===== config.mk =====
export PLATFORM = sky130hd
export DESIGN_NAME = checkpoint_rollback_unit_flat
export DESIGN_NICKNAME = d
export VERILOG_FILES = /design/src/rtl/checkpoint_rollback_unit_if.sv /design/src/rtl/checkpoint_rollback_unit.sv /design/src/flat_wrapper.sv
export SDC_FILE = /design/constraint.sdc
export NUM_CORES = 1
export LEC_CHECK = 0
export ABC_AREA = 1
export CAP_MARGIN = 10
export CORE_MARGIN = 2
export CORE_UTILIZATION = 50
export DETAILED_ROUTE_END_ITERATION = 8
export PLACE_DENSITY = 0.74
export SKIP_LAST_GASP = 1
export SLEW_MARGIN = 20
export SYNTH_ARGS = -nofsm -noshare
export SYNTH_HDL_FRONTEND = slang
export SYNTH_SLANG_ARGS = --single-unit

===== constraint.sdc =====
create_clock -name clk -period 4.9 [get_ports clk]
set_input_delay 1.47 -clock clk [delete_from_list [all_inputs] [get_ports clk]]
set_output_delay 1.47 -clock clk [all_outputs]
set_load 0.03 [all_outputs]

===== src/rtl/checkpoint_rollback_unit_if.sv =====
// Handshake bundle between dispatch/branch unit and the branch checkpoint table.
// The master drives allocation, resolution and age context; the slave returns grants and flush results.
interface checkpoint_rollback_unit_if #(
    parameter int AL_SIZE     = 32,
    parameter int NUM_CKPT    = 4,
    parameter int NUM_ENTRIES = 8
);
    localparam int PTR_W  = $clog2(AL_SIZE);
    localparam int CKPT_W = $clog2(NUM_CKPT);

    logic                              alloc_req;
    logic [PTR_W:0]                    alloc_ptr;
    logic                              alloc_ready;
    logic [CKPT_W-1:0]                 alloc_id;
    logic                              resolve_valid;
    logic [CKPT_W-1:0]                 resolve_id;
    logic                              resolve_mispr;
    logic [PTR_W:0]                    al_head;
    logic [NUM_ENTRIES*(PTR_W+1)-1:0]  entry_ptr;
    logic [NUM_ENTRIES-1:0]            entry_valid;
    logic                              flush_valid;
    logic [NUM_ENTRIES-1:0]            flush_mask;
    logic [PTR_W:0]                    restore_ptr;
    logic                              busy;
    logic [CKPT_W:0]                   free_count;

    modport master (
        output alloc_req, alloc_ptr, resolve_valid, resolve_id, resolve_mispr,
               al_head, entry_ptr, entry_valid,
        input  alloc_ready, alloc_id, flush_valid, flush_mask, restore_ptr,
               busy, free_count
    );

    modport slave (
        input  alloc_req, alloc_ptr, resolve_valid, resolve_id, resolve_mispr,
               al_head, entry_ptr, entry_valid,
        output alloc_ready, alloc_id, flush_valid, flush_mask, restore_ptr,
               busy, free_count
    );
endinterface


===== src/rtl/checkpoint_rollback_unit.sv =====
// Branch checkpoint table: one slot per in-flight branch, freed on correct resolve,
// and a timed IDLE->FLUSH->RECOVER rollback with a wrap-safe flush mask on mispredict.
module checkpoint_rollback_unit #(
    parameter int AL_SIZE        = 32,
    parameter int NUM_CKPT       = 4,
    parameter int NUM_ENTRIES    = 8,
    parameter int RECOVER_CYCLES = 2
) (
    input  logic                      clk,
    input  logic                      rst,
    checkpoint_rollback_unit_if.slave bus
);
    localparam int PTR_W  = $clog2(AL_SIZE);
    localparam int PW     = PTR_W + 1;
    localparam int CKPT_W = $clog2(NUM_CKPT);
    localparam int CNT_W  = $clog2(RECOVER_CYCLES + 2);

    typedef enum logic [1:0] {IDLE, FLUSH, RECOVER} state_t;

    state_t                 state_q, state_d;
    logic [CNT_W-1:0]       cnt_q, cnt_d;
    logic [PTR_W:0]         ckpt_ptr [NUM_CKPT];
    logic [NUM_CKPT-1:0]    ckpt_busy, busy_next;
    logic [NUM_ENTRIES-1:0] mask_q, mask_d;
    logic [PTR_W:0]         restore_q;
    logic [CKPT_W-1:0]      free_id;
    logic                   free_any;
    logic [CKPT_W:0]        free_cnt;
    logic                   idle, do_alloc, do_free, do_mispr;
    logic [PTR_W:0]         mispr_off;

    // Age is the distance from the AL head; modular subtraction makes it wrap-safe.
    function automatic logic [PTR_W:0] age_off(input logic [PTR_W:0] x, input logic [PTR_W:0] head);
        return x - head;
    endfunction

    always_comb begin
        free_id  = '0;
        free_any = 1'b0;
        free_cnt = '0;
        for (int i = NUM_CKPT - 1; i >= 0; i--) begin
            if (!ckpt_busy[i]) begin
                free_id  = CKPT_W'(i);
                free_any = 1'b1;
            end
            free_cnt = free_cnt + (CKPT_W+1)'(!ckpt_busy[i]);
        end
    end

    assign idle     = (state_q == IDLE);
    assign do_mispr = idle && bus.resolve_valid && bus.resolve_mispr && ckpt_busy[bus.resolve_id];
    assign do_free  = idle && bus.resolve_valid && !bus.resolve_mispr && ckpt_busy[bus.resolve_id];
    assign do_alloc = bus.alloc_req && bus.alloc_ready && !do_mispr;
    assign mispr_off = age_off(ckpt_ptr[bus.resolve_id], bus.al_head);

    // A mispredict squashes the branch's own slot plus every younger one; otherwise
    // correct-resolve and allocate touch different slots, so both can land together.
    always_comb begin
        busy_next = ckpt_busy;
        mask_d    = '0;
        for (int i = 0; i < NUM_ENTRIES; i++) begin
            mask_d[i] = bus.entry_valid[i] &&
                        (age_off(bus.entry_ptr[i*PW +: PW], bus.al_head) > mispr_off);
        end
        if (do_mispr) begin
            for (int j = 0; j < NUM_CKPT; j++) begin
                if ((CKPT_W'(j) == bus.resolve_id) ||
                    (age_off(ckpt_ptr[j], bus.al_head) > mispr_off)) begin
                    busy_next[j] = 1'b0;
                end
            end
        end else begin
            if (do_free)  busy_next[bus.resolve_id] = 1'b0;
            if (do_alloc) busy_next[free_id]        = 1'b1;
        end
    end

    always_ff @(posedge clk or posedge rst) begin
        if (rst) begin
            state_q <= IDLE;
            cnt_q   <= '0;
        end else begin
            state_q <= state_d;
            cnt_q   <= cnt_d;
        end
    end

    always_comb begin
        state_d = state_q;
        cnt_d   = cnt_q;
        case (state_q)
            IDLE: begin
                if (do_mispr) state_d = FLUSH;
            end
            FLUSH: begin
                if (RECOVER_CYCLES == 0) begin
                    state_d = IDLE;
                end else begin
                    state_d = RECOVER;
                    cnt_d   = CNT_W'(RECOVER_CYCLES);
                end
            end
            RECOVER: begin
                if (cnt_q <= CNT_W'(1)) state_d = IDLE;
                else                    cnt_d   = cnt_q - CNT_W'(1);
            end
            default: state_d = IDLE;
        endcase
    end

    always_ff @(posedge clk or posedge rst) begin
        if (rst) begin
            ckpt_busy <= '0;
            mask_q    <= '0;
            restore_q <= '0;
            for (int k = 0; k < NUM_CKPT; k++) ckpt_ptr[k] <= '0;
        end else begin
            ckpt_busy <= busy_next;
            if (do_alloc) ckpt_ptr[free_id] <= bus.alloc_ptr;
            if (do_mispr) begin
                mask_q    <= mask_d;
                restore_q <= ckpt_ptr[bus.resolve_id] + PW'(1);
            end
        end
    end

    assign bus.alloc_ready = idle && free_any;
    assign bus.alloc_id    = free_id;
    assign bus.free_count  = free_cnt;
    assign bus.busy        = !idle;
    assign bus.flush_valid = (state_q == FLUSH);
    assign bus.flush_mask  = mask_q;
    assign bus.restore_ptr = restore_q;
endmodule

===== src/flat_wrapper.sv =====
// flat-port wrapper written by rule: the top's interface ports become plain ports
module checkpoint_rollback_unit_flat 
#(
    parameter int AL_SIZE        = 32,
    parameter int NUM_CKPT       = 4,
    parameter int NUM_ENTRIES    = 8,
    parameter int RECOVER_CYCLES = 2
)
  (clk, rst, bus_alloc_req, bus_alloc_ptr, bus_resolve_valid, bus_resolve_id, bus_resolve_mispr, bus_al_head, bus_entry_ptr, bus_entry_valid, bus_alloc_ready, bus_alloc_id, bus_flush_valid, bus_flush_mask, bus_restore_ptr, bus_busy, bus_free_count);
  checkpoint_rollback_unit_if #(.AL_SIZE(AL_SIZE), .NUM_CKPT(NUM_CKPT), .NUM_ENTRIES(NUM_ENTRIES)) bus_i ();
  input  logic clk;
  input  logic rst;
  input wire logic [$bits(bus_i.alloc_req)-1:0] bus_alloc_req;
  input wire logic [$bits(bus_i.alloc_ptr)-1:0] bus_alloc_ptr;
  input wire logic [$bits(bus_i.resolve_valid)-1:0] bus_resolve_valid;
  input wire logic [$bits(bus_i.resolve_id)-1:0] bus_resolve_id;
  input wire logic [$bits(bus_i.resolve_mispr)-1:0] bus_resolve_mispr;
  input wire logic [$bits(bus_i.al_head)-1:0] bus_al_head;
  input wire logic [$bits(bus_i.entry_ptr)-1:0] bus_entry_ptr;
  input wire logic [$bits(bus_i.entry_valid)-1:0] bus_entry_valid;
  output wire logic [$bits(bus_i.alloc_ready)-1:0] bus_alloc_ready;
  output wire logic [$bits(bus_i.alloc_id)-1:0] bus_alloc_id;
  output wire logic [$bits(bus_i.flush_valid)-1:0] bus_flush_valid;
  output wire logic [$bits(bus_i.flush_mask)-1:0] bus_flush_mask;
  output wire logic [$bits(bus_i.restore_ptr)-1:0] bus_restore_ptr;
  output wire logic [$bits(bus_i.busy)-1:0] bus_busy;
  output wire logic [$bits(bus_i.free_count)-1:0] bus_free_count;
  assign bus_i.alloc_req = bus_alloc_req;
  assign bus_i.alloc_ptr = bus_alloc_ptr;
  assign bus_i.resolve_valid = bus_resolve_valid;
  assign bus_i.resolve_id = bus_resolve_id;
  assign bus_i.resolve_mispr = bus_resolve_mispr;
  assign bus_i.al_head = bus_al_head;
  assign bus_i.entry_ptr = bus_entry_ptr;
  assign bus_i.entry_valid = bus_entry_valid;
  assign bus_alloc_ready = bus_i.alloc_ready;
  assign bus_alloc_id = bus_i.alloc_id;
  assign bus_flush_valid = bus_i.flush_valid;
  assign bus_flush_mask = bus_i.flush_mask;
  assign bus_restore_ptr = bus_i.restore_ptr;
  assign bus_busy = bus_i.busy;
  assign bus_free_count = bus_i.free_count;
  checkpoint_rollback_unit #(.AL_SIZE(AL_SIZE), .NUM_CKPT(NUM_CKPT), .NUM_ENTRIES(NUM_ENTRIES), .RECOVER_CYCLES(RECOVER_CYCLES)) u_core (.clk(clk), .rst(rst), .bus(bus_i));
endmodule

### Word level (Yosys, flattened, before mapping)

Cells that the tools add are included.

* register bits after elaboration: 46
* input port bits: 75
* output and inout bits: 22
* word-level logic and storage cells: 135

* $add $sub $neg: 18
* order comparisons: 20
* equality and inequality tests: 12
* mux-type cells: 33
* bitwise logic cells: 5
* reductions and logical operators: 35

Operator list (number)
* subtractor 6 bit: 13
* greater-than comparator 6 bit: 12
* bitwise mux 24 bit: 1
* logical AND 1 bit: 19
* two-way mux 6 bit: 3
* two-way mux 4 bit: 4
* two-way mux 2 bit: 7
* binary-select mux 6 bit (select 2 bit): 1
* demux 6 bit (select 2 bit): 1
* != test 2 bit (second input constant): 6
* two-way mux 1 bit: 11
* zero test 1 bit: 7
* adder 3 x 1 -> 3 bit: 2
* adder 6 x 1 -> 6 bit (second input constant): 1
* greater-or-equal comparator 3 bit (second input constant): 2
* less-than comparator 2 x 3 -> 1 bit (second input constant): 2
* NOT 2 -> 3 bit: 2
* case mux 2 bit (3 select lines): 1
* bitwise AND 4 bit: 1
* demux 1 bit (select 2 bit): 2
* == test 2 bit (first input constant): 2
* greater-or-equal comparator 2 x 1 -> 1 bit (second input constant): 2
* zero test 2 bit: 2
* logical OR 1 bit: 4
* 14 further kinds: 15

### Depth between registers and ports, before layout

Gate-level depths: netlist (run 1).

* depth in word-level cells: 11
* depth in mapped cells: 23
* gate-level depth less buffers: 22

### Worst setup path before layout (run 1)

OpenSTA, ideal clock, no wires.

* path kind: input-to-reg
* start point: input bus_resolve_id[0]
* end point: register u_core.ckpt_busy[2]
* library setup time: 0.066 ns
* arrival time: 4.461 ns
* required time: 4.834 ns
* setup slack: 0.373 ns
* cell stages on the path: 22
* buffers on the path: 1
* cell sequence: buf_6 > nand2_1 > inv_2 > nand2_1 > nand2_1 > nor2_2 > inv_1 > ha_1 > nand2_1 > nand2_1 > a31oi_1 > xor2_1 > ha_1 > nand2_1 > o21bai_1 > a21oi_1 > or2_2 > nand2_1 > nand2_1 > nand2_1 > nand2_1 > nand2_1

* word-level cells in the longest chain between the ends: 11
* elaborated cells on any way between the ends: 27
* classes of those cells: add/sub (1); order compare (3); eq/ne (2); mux (11); bitwise (4); reduce/logical (6)

RTL lines
* from (decl): line flat_wrapper.sv:16 `input wire logic [$bits(bus_i.resolve_id)-1:0] bus_resolve_id;`
* parallel branches: the longest is 11 deep, another holds subtractor 6 bit
* to (signal assigned): line checkpoint_rollback_unit.sv:118 `ckpt_busy <= busy_next;`
* to (decl): line checkpoint_rollback_unit.sv:23 `logic [NUM_CKPT-1:0] ckpt_busy, busy_next;`

Parallel ways; which one is timed is not known. The select of a mux whose other input is x is not followed.
A chain may end at the register's enable or synchronous reset.

### Final worst setup path (run 1)

* start point: input bus_resolve_id[0]
* end point: register u_core.ckpt_busy[1]

Same word-level chain as after synthesis.

==> flow_metrics.py, run 1 <==
metrics = {
    "outcome": {
        "outcome": "completed",
    },
    "die": {
        "die_area_um2": 14500,
        "fp.coreArea_um2": 13200,
        "std_cell_rows": 42,
        "die_h_um": 120,
        "start_util_pct": 51.2,
        "io_pins": 97,
        "die_x_um": 120,
    },
    "global_route": {
        "antenna_found_initial": 0,
        "grt_util_met3_pct": 2.50,
        "grt_first_pass_wirelength_um": 30100,
        "grt_max_degree": 47,
        "grt_usage_pct": 26.1,
        "overflow": 0,
        "grt_use_met1_pct": 33.9,
        "use_met2_pct": 45.9,
        "grt_pass1_vias": 6435,
        "busiest_layer": "met2",
    },
    "power": {
        "p_seq_share_pct": 15.3,
        "power_w": 0.00482,
        "p_leak_nw": 4.38,
        "p_switching_w": 0.00254,
        "clkPwrFrac_pct": 7.5,
        "ir_drop_uv": 310,
        "powerDensity_nw_per_um2": 585,
        "p_comb_share_pct": 77.3,
        "p_int_w": 0.00228,
        "p_sw_share_pct": 52.7,
    },
    "synth": {
        "synth_seq_area_share_pct": 17.0,
        "yosysTopAreaCellShare_pct": 23.5,
        "synth.distinct_cells": 41,
        "synth_area_leaders": "ha_1 24%, dfrtp_1 17%, nand2_1 16%",
        "synth-seq-cells": 46,
        "ys_warn_count": 0,
        "syn-num-nets": 1171,
        "yosys.area.top_type": "ha_1",
        "ys.flop_type": "dfrtp_1",
        "avgSynthCellArea_um2": 7.07,
        "synthArstFlopShare_pct": 100,
        "syn-cell-area_um2": 6750,
        "synthCells": 955,
        "synth-edff-count": 0,
    },
    "setup_path": {
        "reg2reg_from": "u_core.ckpt_ptr[18]",
        "required_ns": 5.14,
        "critPathKind": "in -> reg",
        "crit_start": "bus_resolve_id[0]",
        "reg2reg_depth": 19,
        "crit_fanout": 7,
        "r2r_setup_slack_ns": 1.81,
        "r2r-end": "u_core.ckpt_busy[1]",
        "start_kind": "input pin",
        "critPathCapture": "u_core.ckpt_busy[1]",
        "endpoint_kind": "register",
        "cp.arrival_ns": 4.80,
    },
    "sta": {
        "relSlewSlack_pct": 43.6,
        "rsz0062_at_grt": "false",
        "skew_ns": 0.00743,
        "setup_viol": 0,
        "worstMarginPinSlew_ns": 0.845,
        "slew_viol_final": 0,
        "min_period_ns": 4.56,
        "max_freq_ghz": 0.219,
        "hold_violations": 0,
        "setup_ws_ns": 0.336,
        "period_share_pct": 93.1,
        "fin_setup_tns_ns": 0,
    },
    "clock_network": {
        "clockBufferDepth": 2,
        "clk_pin_slew_ns": 0.07,
        "clock_sinks": 46,
        "clkLatencyLatePin_ns": 0.30,
        "cts_root_buffer": "clkbuf_16",
        "numCtsBuffers": 5,
        "htree_levels": 2,
        "cts_tree": "yes",
        "cts_setup_buffers": 0,
    },
    "finish": {
        "area_growth_pct": 21.9,
        "antenna_cells": 0,
        "nNetsFinal": 1293,
        "finalCoreUtilization_pct": 62.4,
        "fin_cells": 1254,
        "drive_above_1_share_pct": 6.96,
    },
    "route": {
        "dr.pass1.iters": 5,
        "drc": 0,
        "via_per_inst": 5.20,
        "drt_iter0_drc": 346,
        "ant_nets": 0,
        "avgRoutedWirePerCell_um": 14.2,
        "vias": 6520,
        "drt_wl_total_um": 17800,
    },
    "place": {
        "place_congestion": 0.913,
        "numPlacedInstances": 1246,
        "place_ws_ns": 0.00301,
        "port_buffers": 96,
        "post-dp-hpwl_um": 14500,
    },
    "worst_hold_path": {
        "hp-class": "reg -> reg",
    },
    "job": {
        "max-cap-violations": 0,
    },
}
## power groups by stage
stage,registers [W],clock network [W],logic [W]
2_1_floorplan,0.000776,0,0.00258
3_3_place_gp,0.000732,0,0.00361
3_5_place_dp,0.000736,0,0.00369
4_1_cts,0.000730,0.000364,0.00372
5_1_grt,0.000754,0.000380,0.00424
6_report,0.000735,0.000360,0.00372
## final cells by class
cell class	count	area [um^2]
tap	176	220
multi-input combinational	772	5060
inverter	129	485
timing repair buffer	123	1170
sequential	46	1150
clock inverter	3	23.8
clock buffer	5	125
fill	1201	4960
## logic make-up (layout without fill, tap and decap cells)
group / Yosys count / in the layout / share of synthesized area, %
flip-flops: 46 / 46 / 17.0
AO/OA/AOI/OAI: 128 / 128 / 10.9
AND/OR/NAND/NOR: 451 / 451 / 29.6
XOR/XNOR: 52 / 52 / 6.74
buffers and inverters: 137 / 260 / 8.02
adder cells (fa/ha/maj): 141 / 141 / 27.7
## how the worst min path moves through the flow
stage | cells past startpoint | slack, ns | endpoint | from
4_1_cts | 2 | 0.49 | u_core.bus.restore_ptr[5] | u_core.bus.restore_ptr[5]
3_5_place_dp | 2 | 0.47 | u_core.bus.flush_mask[5] | u_core.bus.flush_mask[5]
2_1_floorplan | 1 | 0.46 | u_core.cnt_q[0] | u_core.cnt_q[0]
5_1_grt | 2 | 0.50 | u_core.bus.flush_mask[5] | u_core.bus.flush_mask[5]
3_3_place_gp | 2 | 0.47 | u_core.bus.restore_ptr[3] | u_core.bus.restore_ptr[3]
6_report | 2 | 0.48 | u_core.bus.flush_mask[5] | u_core.bus.flush_mask[5]
## per-stage QoR
stage | area, um^2 | hold WS, ns
after detailed placement | 8080 | 0.472
after CTS | 8230 | 0.488
after floorplan | 6750 | 0.464
final | 8230 | 0.482
after global placement | 8080 | 0.465
after global routing | 8230 | 0.502
## cells in the final DEF, fill, tap and decap left out, types with 2 or more instances in the layout
cell type          n
nand2_1          281
ha_1             127
inv_1            118
clkdlybuf4s50_1   95
nand3_1           68
nor2_1            59
a21oi_1           54
dfrtp_1           46
xor2_1            40
buf_4             27
o21ai_0           20
o21bai_1          19
o21ai_1           19
fa_1              14
nand4_1           13
xnor2_1           12
inv_2             10
nand3_2            7
clkbuf_16          5
o21ai_2            4
nor3_4             4
nor3_1             4
nor2_4             3
a21o_1             3
a31oi_1            3
nor2_2             2
o22ai_1            2
nand2_2            2
clkinvlp_4         2
## synth_stat cells, drive strengths merged (2+ instances only)
| cell | number |
|---|---|
| a21o | 3 |
| a21oi | 54 |
| a31oi | 3 |
| buf | 6 |
| clkbuf | 2 |
| dfrtp | 46 |
| fa | 14 |
| ha | 127 |
| inv | 129 |
| nand2 | 284 |
| nand3 | 76 |
| nand4 | 13 |
| nor2 | 65 |
| nor3 | 9 |
| o21ai | 43 |
| o21bai | 20 |
| o22ai | 2 |
| xnor2 | 12 |
| xor2 | 40 |
## timing repair
| item | in CTS | in global routing |
|---|---|---|
| hold buffers | 0 | 0 |
| gates resized for setup | 0 | 1 |
| setup endpoints to repair | 0 | 1 |
## registers in the layout, indices dropped and copies added (netlist names)
signal / flops
u_core.cnt_q: 2
u_core.state_q: 2
u_core.ckpt_ptr: 24
u_core.bus.restore_ptr: 6
u_core.ckpt_busy: 4
u_core.bus.flush_mask: 8
## metal layers
layer,vias to the layer above,part of all wire [%]
met5,-,0
met4,0,2.4
met3,26,4.1
met2,145,47
met1,2964,46
li1,3385,-
## critical path, cell delays in order
cell and delay (ns):
clkdlybuf4s50_1 0.57, nor2_2 0.12, a22oi_1 0.25, o221ai_2 0.16, inv_2 0.10, ha_1 0.16
inv_1 0.07, fa_1 0.41, xnor2_1 0.30, buf_4 0.22, ha_1 0.23, nand2_1 0.10
o21bai_1 0.11, nand2_1 0.08, o21ai_0 0.08, nand3_1 0.09, nand2_1 0.07, nand2_1 0.04
nand2_1 0.05, nand2_1 0.04, nand2_1 0.06
Power figures use the tool's default switching activity.
==> run 2: changes to the inputs <==
CORE_ASPECT_RATIO = 0.8   (was not set)
PLACE_DENSITY = not set   (was 0.74)
PLACE_DENSITY_LB_ADDON = 0.15   (was not set)
==> run 2 against run 1 <==
  * Largest cell class unchanged
  * Sequential cell count unchanged
  * Total power increased by 2.1%
  * Clock skew increased by 0.0020 ns
  * Sequential power decreased by 2%
  * Count of clock-buffer cells in the layout unchanged
  * Critical path type unchanged
  * Die area about the same
  * Cell area increased by 0.68%
  * Sequential share of layout area decreased by 0.095 points
  * Wire length increased by 2.4%
  * Via count increased by 0.61%
  * Fmax increased by 6.6%
  * Critical path depth unchanged
==> flow_metrics.py, run 2 (synthesized netlist as in run 1, its figures left out) <==
metrics = {
    "die": {
        "fp.coreArea_um2": 13000,
        "start_util_pct": 51.9,
        "die_area_um2": 14500,
        "die_x_um": 134,
        "std_cell_rows": 37,
        "die_h_um": 108,
        "io_pins": 97,
    },
    "place": {
        "post-dp-hpwl_um": 14500,
        "place_congestion": 0.883,
        "port_buffers": 96,
    },
    "route": {
        "drt_iter0_drc": 460,
        "avgRoutedWirePerCell_um": 14.5,
        "vias": 6560,
        "ant_nets": 0,
        "drt_wl_total_um": 18300,
        "drc": 0,
        "dr.pass1.iters": 5,
        "via_per_inst": 5.22,
    },
    "clock_network": {
        "cts_tree": "yes",
        "clkLatencyLatePin_ns": 0.30,
        "htree_levels": 2,
        "clock_sinks": 46,
        "clk_pin_slew_ns": 0.07,
        "cts_root_buffer": "clkbuf_16",
        "numCtsBuffers": 5,
        "clockBufferDepth": 2,
        "hold_buffers": 0,
    },
    "setup_path": {
        "cp.arrival_ns": 4.52,
        "crit_family": "adder cells",
        "crit_top_cell": "nand2_1",
        "critPathKind": "in -> reg",
        "critPathMaxStageDelay_ns": 0.41,
        "timing.critical_path.cells": "dlymetal6s2s_1 > nor2_2 > a22oi_1 > o221ai_2 > inv_2 > ha_1 > inv_1 > fa_1 > xnor2_1 > buf_4 > ha_1 > nand2_1 > o21bai_1 > nand2_1 > o21ai_0 > nand3_1 > nand2_1 > nand2_1 > nand2_1 > nand2_1 > nand2_1",
        "crit_fanout": 6,
        "crit_slowest_cell": "fa_1",
        "cp_num_buf_inv": 4,
        "required_ns": 5.14,
        "start_kind": "input pin",
        "endpoint_kind": "register",
    },
    "finish": {
        "mostFrequentLayoutCells": "281 x nand2_1, 127 x ha_1, 118 x inv_1",
        "largest_register": "u_core.ckpt_ptr",
        "finalCoreUtilization_pct": 63.7,
        "nNetsFinal": 1296,
        "layout_commonest_cell": "nand2_1",
        "drive_above_1_share_pct": 7.22,
        "antenna_cells": 0,
        "largest_reg_flops": 24,
        "area_growth_pct": 22.7,
        "n_fill_cell": 1168,
    },
    "sta": {
        "skew_ns": 0.00943,
        "worstMarginPinSlew_ns": 0.851,
        "hold_violations": 0,
        "period_share_pct": 87.4,
        "min_period_ns": 4.28,
        "max_freq_ghz": 0.234,
        "relSlewSlack_pct": 43.2,
        "setup_viol": 0,
        "slew_viol_final": 0,
        "rsz0062_at_grt": "false",
        "fin_setup_tns_ns": 0,
        "whs_ns": 0.480,
    },
    "job": {
        "max-cap-violations": 0,
    },
    "global_route": {
        "overflow": 0,
        "grt_first_pass_wirelength_um": 30100,
        "grt_pass1_vias": 6200,
        "grt_usage_pct": 26.2,
        "antenna_found_initial": 0,
        "grt_max_degree": 47,
    },
    "worst_hold_path": {
        "hp-class": "reg -> reg",
    },
    "outcome": {
        "outcome": "completed",
    },
    "power": {
        "powerDensity_nw_per_um2": 593,
        "ir_drop_uv": 284,
        "p_leak_nw": 4.43,
        "power_w": 0.00492,
    },
}
[run 2: cell count changes in the layout (fill, tap and decap cells not counted), sizes merged]
| cell | before | now |
|---|---|---|
| buf | 27 | 30 |
| clkinvlp | 2 | 0 |
| bufinv | 0 | 1 |
| clkdlybuf4s50 | 95 | 94 |
| clkinv | 1 | 2 |
| dlymetal6s2s | 1 | 2 |
[run 2: through the flow]
stage / setup slack [ns] / cell area [um^2] / instances
floorplan: 0.373 / 6750 / 955
global placement: 0.0884 / 8110 / 1247
detailed placement: -0.00370 / 8110 / 1247
CTS: 0.273 / 8270 / 1255
global route: 0.277 / 8290 / 1256
finish: 0.618 / 8290 / 1256
[run 2: repair_timing]
item | 4_1_cts | 5_1_grt
endpoints found under the setup margin | 0 | 5
buffers inserted | 0 | 1
gates resized for setup | 0 | 2
[run 2: power by group]
| group | internal, W | switching [W] | total, W | leakage, nW |
|---|---|---|---|---|
| registers | 0.000557 | 0.000164 | 0.000721 | 0.581 |
| logic | 0.00157 | 0.00223 | 0.00379 | 3.76 |
| clock network | 0.000242 | 0.000165 | 0.000407 | 0.0842 |
[run 2: cell type report]
class	instances	area [um^2]	share of cell area, %
sequential	46	1150	13.9
timing repair buffer	126	1200	14.5
inverter	129	485	5.86
clock inverter	3	43.8	0.528
clock buffer	5	125	1.51
tap	175	219	2.64
multi-input combinational	772	5060	61.1
[run 2: worst paths after layout]
check,slack (ns),to,cells after the start,start
max,0.62,u_core.ckpt_busy[1],21,bus_resolve_id[1]
min,0.48,u_core.bus.restore_ptr[5],2,u_core.bus.restore_ptr[5]
max reg2reg,1.76,u_core.ckpt_busy[1],19,u_core.ckpt_ptr[18]
min reg2reg,0.48,u_core.bus.restore_ptr[5],2,u_core.bus.restore_ptr[5]
max in group asynchronous,2.75,u_core.ckpt_ptr[20],2,rst
min in group asynchronous,1.64,u_core.bus.flush_mask[6],2,rst
[run 2: layer usage]
metal  GRT usage, %  share of wire (%)
met5              0                  0
met4           6.46                1.7
met3           3.98                5.9
met2           42.0                 44
met1           37.1                 49
[run 2: worst reg2reg max path, stage by stage, from the launching register on]
cell and delay [ns]:
dfrtp_1 0.41, a22oi_1 0.27, o221ai_2 0.17, inv_2 0.10
ha_1 0.17, inv_1 0.08, fa_1 0.41, xnor2_1 0.28
buf_4 0.21, ha_1 0.24, nand2_1 0.10, o21bai_1 0.12
nand2_1 0.08, o21ai_0 0.09, nand3_1 0.09, nand2_1 0.08
nand2_1 0.05, nand2_1 0.05, nand2_1 0.04, nand2_1 0.05
==> run 3: changes to the inputs <==
CORE_ASPECT_RATIO = not set   (was 0.8)
SKIP_LAST_GASP = not set   (was 1)
==> run 3 against run 2 <==
  * Worst hold slack improved by 0.0029 ns
  * Final cell count did not move
  * Largest power group unchanged
  * Via count fell by 1.7%
  * Fmax fell by 7.5%
  * Count of clock-buffer cells in the layout did not move
  * Sequential power rose by 0.8%
  * Highest routed layer unchanged
  * Clock skew fell by 0.0020 ns
  * Critical path depth rose by 3
  * Non-clock buffer count fell by 1
  * Sequential cell count did not move
==> flow_metrics.py, run 3 (synthesized netlist as in run 1, its figures left out) <==
metrics = {
    "outcome": {
        "outcome": "completed",
    },
    "finish": {
        "finalCoreUtilization_pct": 62.5,
        "area_growth_pct": 22.2,
        "seqCellArea_um2": 1150,
        "largest_reg_flops": 24,
        "multi_input_area_um2": 5070,
        "antenna_cells": 0,
        "mostFrequentLayoutCells": "281 x nand2_1, 127 x ha_1, 118 x inv_1",
        "layout_commonest_cell": "nand2_1",
        "largest_register": "u_core.ckpt_ptr",
        "n_fill_cell": 1245,
        "drive_above_1_share_pct": 7.22,
        "nNetsFinal": 1295,
    },
    "global_route": {
        "antenna_found_initial": 0,
        "grt_pass1_vias": 6268,
        "grt_first_pass_wirelength_um": 29700,
        "overflow": 0,
        "grt_usage_pct": 25.9,
        "grt_max_degree": 47,
    },
    "route": {
        "via_per_inst": 5.13,
        "avgRoutedWirePerCell_um": 14.3,
        "drt_wl_total_um": 18000,
        "vias": 6446,
        "drc": 0,
        "dr.pass1.iters": 5,
        "ant_nets": 0,
        "drt_iter0_drc": 323,
    },
    "sta": {
        "max_freq_ghz": 0.216,
        "hold_violations": 0,
        "relSlewSlack_pct": 42.9,
        "setup_viol": 0,
        "worstMarginPinSlew_ns": 0.856,
        "slew_viol_final": 0,
        "fin_setup_tns_ns": 0,
        "skew_ns": 0.00741,
        "period_share_pct": 94.5,
        "min_period_ns": 4.63,
    },
    "clock_network": {
        "cts_root_buffer": "clkbuf_16",
        "clkLatencyLatePin_ns": 0.30,
        "numCtsBuffers": 5,
        "clockBufferDepth": 2,
        "clk_pin_slew_ns": 0.07,
        "clock_sinks": 46,
        "cts_setup_buffers": 0,
        "htree_levels": 2,
        "cts_tree": "yes",
    },
    "setup_path": {
        "crit_slowest_cell": "clkdlybuf4s50_1",
        "cp_num_buf_inv": 4,
        "required_ns": 5.13,
        "crit_family": "buffers and inverters",
        "cp.arrival_ns": 4.86,
        "crit_top_cell": "nand2_1",
        "timing.critical_path.cells": "clkdlybuf4s50_1 > buf_4 > nor2_8 > nand2_1 > nand2_1 > nor2_2 > inv_1 > ha_1 > nand2_1 > nand2_1 > a31oi_1 > xor2_1 > buf_4 > ha_1 > nand2_1 > o21bai_1 > nand2_1 > o21ai_0 > nand3_1 > nand2_1 > nand2_1 > nand2_1 > nand2_1 > nand2_1",
        "start_kind": "input pin",
        "crit_fanout": 8,
        "critPathMaxStageDelay_ns": 0.64,
        "endpoint_kind": "register",
        "critPathKind": "in -> reg",
    },
    "power": {
        "p_leak_nw": 4.39,
        "p_seq_share_pct": 15.0,
        "p_switching_w": 0.00254,
        "p_int_w": 0.00231,
        "clkPwrFrac_pct": 7.2,
        "powerDensity_nw_per_um2": 587,
        "p_sw_share_pct": 52.4,
        "ir_drop_uv": 248,
        "p_comb_share_pct": 77.8,
    },
    "die": {
        "die_area_um2": 14500,
        "io_pins": 97,
        "std_cell_rows": 42,
        "fp.coreArea_um2": 13200,
        "start_util_pct": 51.2,
        "die_h_um": 120,
        "die_x_um": 120,
    },
    "place": {
        "port_buffers": 96,
        "post-dp-hpwl_um": 14200,
        "place_congestion": 0.883,
    },
    "job": {
        "max-cap-violations": 0,
    },
    "worst_hold_path": {
        "hp-class": "reg -> reg",
    },
}
[run 3: per-stage QoR]
| stage | cells | cell area (um^2) | worst slack, ns | hold WS, ns | power, W |
|---|---|---|---|---|---|
| floorplan | 955 | 6750 | 0.373 | 0.464 | 0.00336 |
| global placement | 1248 | 8090 | 0.110 | 0.465 | 0.00438 |
| detailed placement | 1248 | 8090 | 0.0204 | 0.467 | 0.00447 |
| CTS | 1256 | 8240 | 0.310 | 0.483 | 0.00484 |
| global route | 1256 | 8250 | -0.0304 | 0.508 | 0.00541 |
| finish | 1256 | 8250 | 0.271 | 0.483 | 0.00484 |
[run 3: final timing paths]
check | start | endpoint | slack (ns) | cells past startpoint
worst max-delay path | bus_resolve_id[0] | u_core.ckpt_busy[1] | 0.27 | 24
worst min-delay path | u_core.bus.restore_ptr[5] | u_core.bus.restore_ptr[5] | 0.48 | 2
worst max register to register | u_core.ckpt_ptr[2] | u_core.ckpt_busy[1] | 1.86 | 21
worst min register to register | u_core.bus.restore_ptr[5] | u_core.bus.restore_ptr[5] | 0.48 | 2
max in group asynchronous | rst | u_core.ckpt_ptr[13] | 2.75 | 2
min in group asynchronous | rst | u_core.bus.restore_ptr[1] | 1.64 | 2
[run 3: cell type report]
cell class | instances | area share [%]
Inverter | 129 | 5.89
Clock buffer | 5 | 1.52
Tap cell | 176 | 2.67
Clock inverter | 3 | 0.258
Multi-Input combinational cell | 772 | 61.4
Sequential cell | 46 | 14.0
Timing Repair Buffer | 125 | 14.3
[run 3: tightest hold or removal path: cells and delay by family (launching register included)]
family / cells / cell delay [ns]
flops: 1 / 0.34
simple gates: 2 / 0.11
[run 3: power by group through the flow]
stage	clock, W	sequential (W)	combinational (W)
floorplan	0	0.000776	0.00258
global placement	0	0.000730	0.00365
detailed placement	0	0.000728	0.00375
CTS	0.000355	0.000723	0.00376
global route	0.000373	0.000745	0.00429
finish	0.000350	0.000727	0.00377
[run 3: repair_timing]
item	4_1_cts	5_1_grt
hold buffers	0	0
resized for setup	0	1
setup endpoints to repair	0	1
hold endpoints to repair	0	0
[run 3: metal layers]
| layer | track usage, % | up-vias | part of all wire (%) |
|---|---|---|---|
| met4 | 6.40 | 0 | 1.8 |
| met1 | 34.5 | 2888 | 46 |
| met3 | 4.62 | 24 | 6.0 |
| li1 | - | 3388 | - |
| met2 | 43.5 | 146 | 46 |
| met5 | 0 | - | 0 |
